## config.mk

```make
export PLATFORM = sky130hd
export DESIGN_NAME = padder
export DESIGN_NICKNAME = d
export VERILOG_FILES = /design/src/rtl/padder.sv
export SDC_FILE = /design/constraint.sdc
export NUM_CORES = 1
export LEC_CHECK = 0
export ABC_AREA = 1
export BUFFER_PORTS_ARGS = -buffer_cell sky130_fd_sc_hd__clkbuf_2
export CAP_MARGIN = 20
export CORE_AREA = 2 2 242 244
export DETAILED_ROUTE_END_ITERATION = 12
export DIE_AREA = 0 0 244 246
export PLACE_DENSITY = 0.68
export SETUP_SLACK_MARGIN = 0.3
export SLEW_MARGIN = 20
export SYNTH_ARGS = -nofsm -noshare
export SYNTH_HDL_FRONTEND = slang
export SYNTH_SLANG_ARGS = --single-unit
```

## constraint.sdc

```tcl
create_clock -name clk -period 1.54 [get_ports clk]
set_input_delay 0 -clock clk [delete_from_list [all_inputs] [get_ports clk]]
set_output_delay 0 -clock clk [all_outputs]
set_load 0.02 [all_outputs]
```

## src/rtl/padder.sv

```systemverilog
`default_nettype none
// ============================================================================
//  Module   : padder
//  Function : Packs 32-bit message words into 576-bit rate blocks and applies
//             pad10*1 padding, handing full blocks to the permutation core.
//  Revision : 1.0 - initial release
// ============================================================================
module padder (
  input  logic         clk,
  input  logic         reset,
  input  logic [31:0]  in,
  input  logic         in_ready,
  input  logic         is_last,
  input  logic [1:0]   byte_num,
  output logic         buffer_full,
  output logic [575:0] out,
  output logic         out_ready,
  input  logic         f_ack
);

  localparam logic [4:0] C_BLOCK_WORDS = 5'd18;
  localparam logic [4:0] C_LAST_SLOT   = 5'd17;

  typedef enum logic [0:0] {
    ST_NORMAL = 1'b0,
    ST_PAD    = 1'b1
  } state_t;

  state_t         r_st;
  logic [4:0]     r_cnt;
  logic           r_done;
  logic [575:0]   r_out;

  logic           w_accept;
  logic           w_update;
  logic           w_padding;
  logic [31:0]    w_pad_word;
  logic [31:0]    w_word;

  assign buffer_full = (r_cnt == C_BLOCK_WORDS);
  assign out_ready   = buffer_full;
  assign out         = r_out;

  assign w_accept  = (r_st == ST_NORMAL) && in_ready && !buffer_full;
  assign w_update  = (w_accept || ((r_st == ST_PAD) && !buffer_full)) && !r_done;
  // The closing bit only belongs to the block carrying the padding, never to a
  // block made purely of message words.
  assign w_padding = (r_st == ST_PAD) || is_last;

  always_comb begin
    case (byte_num)
      2'd0:    w_pad_word = 32'h0100_0000;
      2'd1:    w_pad_word = {in[31:24], 24'h01_0000};
      2'd2:    w_pad_word = {in[31:16], 16'h0100};
      default: w_pad_word = {in[31:8],  8'h01};
    endcase
  end

  always_comb begin
    w_word = in;
    if (r_st == ST_PAD)
      w_word = 32'h0000_0000;
    else if (is_last)
      w_word = w_pad_word;
    if (w_padding && (r_cnt == C_LAST_SLOT))
      w_word = w_word | 32'h0000_0080;
  end

  always_ff @(posedge clk) begin
    if (!reset) begin
      r_out  <= '0;
      r_cnt  <= '0;
      r_st   <= ST_NORMAL;
      r_done <= 1'b0;
    end else begin
      if (f_ack) begin
        r_cnt <= '0;
      end else if (w_update) begin
        r_out <= {r_out[543:0], w_word};
        r_cnt <= r_cnt + 5'd1;
      end
      if (w_accept && is_last && !f_ack)
        r_st <= ST_PAD;
      if ((r_st == ST_PAD) && buffer_full)
        r_done <= 1'b1;
    end
  end

endmodule
`default_nettype wire

```

After elaboration in Yosys (flattened, before gate mapping)
Cells that the tools add are included.
- bits in registers: 583
- bits in latches: 0
- bits in writable memories: 0
- ROM bits: 0
- input port bits: 39
- word-level logic and storage cells: 32
- memories: 0
- $add $sub $neg: 1
- multiply operators: 0
- divide/modulo/power cells: 0
- magnitude comparators: 0
- eq/ne operators: 4
- shifts and indexed selects: 0
- multiplexer cells: 4
- bitwise logic cells: 3
- reductions and logical operators: 16
- operators with widths (cell ; count):
    one-hot mux 32 bit (3 select lines) ; 1
    two-way mux 32 bit ; 2
    equality test 5 bit (second input constant) ; 2
    logical AND 1 bit ; 8
    two-way mux 8 bit ; 1
    adder 5 x 1 -> 5 bit (second input constant) ; 1
    logical NOT 1 bit ; 3
    NOT 1 bit ; 3
    equality test 2 x 1 -> 1 bit (second input constant) ; 1
    equality test 2 bit (second input constant) ; 1
    logical NOT 2 bit ; 1
    logical OR 1 bit ; 2
    AND reduction 2 bit ; 1
    OR reduction 2 bit ; 1

Depth between registers and ports, before layout
- depth in word-level cells: 6
- gate-level depth with buffers: 12

Least setup slack after synthesis
Ideal clock, no wire load.
- path type: register to register
- start point: register r_cnt[0]
- end point: register r_out[21] (netlist: out[21])
- arrival: 1.441 ns
- slack: -0.029 ns
- stages on the path, launching flop included: 12
- buffers on the path: 1
- path through: dfxtp_1 > inv_1 > ha_1 > nand2_1 > inv_1 > nand2_2 > nand2_1 > nor2_2 > buf_2 > nand2_1 > nand2_1 > nor2_1
- longest elaborated chain between the ends: 6
- elaborated cells on any way between the ends: 7
- classes of those cells: eq/ne (1); reduce/logical (6)
- RTL lines (element ; line ; text):
    from (decl) ; 30 ; logic [4:0] r_cnt;
    from (signal assigned) ; 80 ; r_cnt <= r_cnt + 5'd1;
    equality test 5 bit (*) ; 40 ; assign buffer_full = (r_cnt == C_BLOCK_WORDS);
    logical NOT 1 bit (*) ; 44, 45 ;
    logical AND 1 bit, on equally long branches ; 44, 45 ;
    logical OR 1 bit (*) ; 45 ; assign w_update = (w_accept || ((r_st == ST_PAD) && !buffer_full)) && !r_done;
    logical AND 1 bit (*) ; 45 ;
    AND reduction 2 bit (no source line) (*) ; n/a ;
    to (signal assigned) ; 79 ; r_out <= {r_out[543:0], w_word};
    to (decl) ; 32 ; logic [575:0] r_out;
Mark *: on every way between the ends. The rest lies on a longest branch, timed or not.
A chain may end at the register's enable or synchronous reset.

Final worst setup path
- start point: register r_cnt[0]
- end point: register r_out[216] (netlist: out[216])
Same word-level chain as after synthesis.

==> metrics.md <==
| Metric | Value |
|---|---|
| Hold WC Path Type | `primary input to flip-flop` |
| Clock latency at the later pin of the worst-skew pair | `roughly 0.62 ns` |
| PortBufs | `616` |
| Most common cell after layout, fill and taps aside | `nand2_1` |
| CP required | `2.09 ns` |
| P&R area growth vs syn | `32.40%` |
| Critical Path Source Type | `flip-flop` |
| Synth Cell Area | `0.02408 mm^2` |
| Total die area | `0.06002 mm^2` |
| LEAKAGE | `0.01814 uW` |
| Peak fanout along the critical path | `10` |
| Status | `complete, but fails checks` |
| Switching share of power | `approximately 30%` |
| Clock root buffer | `clkbuf_16` |
| Yosys warnings | `0` |
| Num ports | `617` |
| First-pass GRT wire length | `115700 um` |
| FF+latch count, synth | `583` |
| # DRC | `0` |
| Layout Cells excl Fill | `5226` |
| Fmax | `roughly 600 MHz` |
| Slew HR | `between 70% and 80%` |
| Post-Syn Nets | `3800` |
| Post-synth top area cell | `dfxtp_1` |
| Clock share of power | `about two fifths` |
| Tcrit/Tclk final | `109.1%` |
| Vias per cell | `4.423` |
| Placer Congestion | `0.8876` |
| Largest net degree at the start of global routing | `91` |
| Clk sinks | `583` |
| Net Sw Power | `11990 uW` |
| Num CTS Buffers | `60` |
| Layout Skew | `0.02361 ns` |
| CP Capture Type | `flip-flop` |
| Comb pwr share | `17.8%` |
| Sequential area share after synthesis | `48.47%` |
| Initial Utilization | `41.98%` |
| Placed cell count | `5050` |
| Drt first pass iters | `5` |
| Seq pwr share | `43.8%` |
| Dpl hpwl | `55400 um` |
| Total GRT Usage | `24.27%` |
| Tmin final | `1.680 ns` |
| Setup-failing EPs final | `~450` |
| Pwr per Cell Area | `1249 mW/mm^2` |
| Worst slew pin tran | `0.4472 ns` |
| H-tree depth | `2` |
| Clock Path Buffers | `3` |
| Via count | `23120` |
| Layout cell share with drive strength beyond 1 | `22.01%` |
| Core area | `0.05737 mm^2` |
| Synth cell types | `22` |
| Routed len/inst | `14.95 um` |
| Clock-pin slew on the worst setup and hold paths | `~0.07 ns` |
| DP Worst Slack | `-0.1482 ns` |
| Remaining Overflow, GRT | `0` |
| CP Data Arrival Time | `2.23 ns` |
| Power Internal | `27840 uW` |
| Max VDD drop | `0.9334 mV` |
| Drt first-iter violations | `1395` |
| Fin nets | `between 4000 and 5000` |
| Synth Instances | `3758` |
| Final Hold Viols | `0` |
| CTS tree | `built` |
| # rows | `between 80 and 90` |
| Die Span Y | `246 um` |
| Antenna Cells | `0` |
| Antenna Nets Post-Route | `0` |
| Vias in the first global route | `about 21000` |
| Max Cap Violations | `0` |
| Kind of critical path | `flip-flop to flip-flop` |
| Leading cell types by total area after synthesis | `dfxtp_1 48%, nand2_1 19%, nor2_1 18%` |
| RSZ-0062 raised after global routing | `yes` |
| Die Wd | `244 um` |
| DRT Wirelength | `78140 um` |
| Final worst slack | `-0.1403 ns` |
| Initial antenna violation count | `0` |
| Failing checks | `negative setup slack` |
| Highest-count cells in the layout ignoring fill and taps | `1170 x nand2_1, 1046 x nor2_1, 613 x clkbuf_2` |
| Synth top area share | `48.47%` |
| Mean Syn Cell Area | `between 6 and 7 um^2` |
| Slew Limit Fails | `0` |
==> logic make-up (layout without fill, tap and decap cells) <==
group | Yosys count | in the layout | synth area share [%]
XOR/XNOR | 1 | 1 | 0.03638
adder cells (fa/ha/maj) | 3 | 3 | 0.1559
AO/OA/AOI/OAI | 12 | 12 | 0.2806
AND/OR/NAND/NOR | 2368 | 2368 | 37.10
flip-flops | 583 | 583 | 48.47
buffers and inverters | 791 | 1494 | 13.96
==> flip-flops by register name, summed over array words and instances, names as in the netlist <==
name / count
out: 576
r_cnt: 5
r_done: 1
r_st: 1
==> layout make-up <==
type	instances	area [um^2]
Clock inverter	22	307.8
Sequential cell	583	11670
Tap cell	765	957.2
Multi-Input combinational cell	2384	9473
Clock buffer	87	1764
Timing Repair Buffer	788	5464
Fill cell	5498	25480
Inverter	597	2243
==> power groups by stage <==
stage / clock network (uW) / registers, uW / logic, uW
finish: 15300 / 17500 / 7090
global route: 16200 / 17600 / 7870
CTS: 15600 / 17400 / 6790
detailed placement: 0 / 17800 / 6560
global placement: 0 / 17700 / 6500
floorplan: 0 / 18700 / 3070
==> final timing paths <==
check,from,end,slack [ns],depth (start not counted)
setup / recovery,r_cnt[0],out[216],-0.14,12
hold / removal,in_ready,out[136],0.20,7
setup reg to reg,r_cnt[0],out[216],-0.14,12
hold reg to reg,r_done,r_done,0.47,1
==> repair_timing <==
action	4_1_cts	5_1_grt
pin swaps	14	12
setup buffers	5	5
cloned	2	16
hold endpoints to repair	407	0
hold buffers	39	0
gates resized for setup	71	117
endpoints found under the setup margin	801	850
==> worst max-delay path, stage by stage (launching register included) <==
cell and delay (ns):
dfxtp_2 0.33, inv_2 0.05, ha_4 0.15, nand2_2 0.05
inv_2 0.04, nand2_4 0.06, nand3_4 0.15, buf_12 0.19
clkbuf_16 0.17, clkbuf_16 0.17, nand2_1 0.07, nand2_1 0.05
nor2_1 0.13
==> layer usage <==
layer / GRT usage, % / wire length (um) / up-vias
li1: - / - / 11990
met1: 28.99 / 31960 / 10300
met2: 41.79 / 37470 / 677
met3: 6.264 / 5812 / 157
met4: 9.236 / 2895 / 0
met5: 0 / 0 / -
==> cells in the mapped netlist, drive strengths merged <==
master	number
nand2	1214
nor2	1130
inv	597
dfxtp	583
buf	127
clkbuf	67
nand3	20
a21oi	6
ha	3
o21ai	3
nand4	2
o21bai	2
and2	1
o21a	1
or2	1
xor2	1
==> stage by stage <==
step / util (%) / setup TNS, ns / instance area (um^2) / power [uW] / hold WS, ns
3_3_place_gp: 49.46 / -30.57 / 28370 / 24240 / 0.2880
2_1_floorplan: - / -1.336 / 24120 / 21720 / 0.1653
3_5_place_dp: 49.46 / -34.89 / 28370 / 24320 / 0.2949
4_1_cts: 54.34 / -21.48 / 31170 / 39810 / 0.1290
5_1_grt: 55.58 / -74.66 / 31880 / 41600 / 0.2296
6_report: 55.58 / -22.96 / 31880 / 39830 / 0.1951
Power figures use the tool's default switching activity.
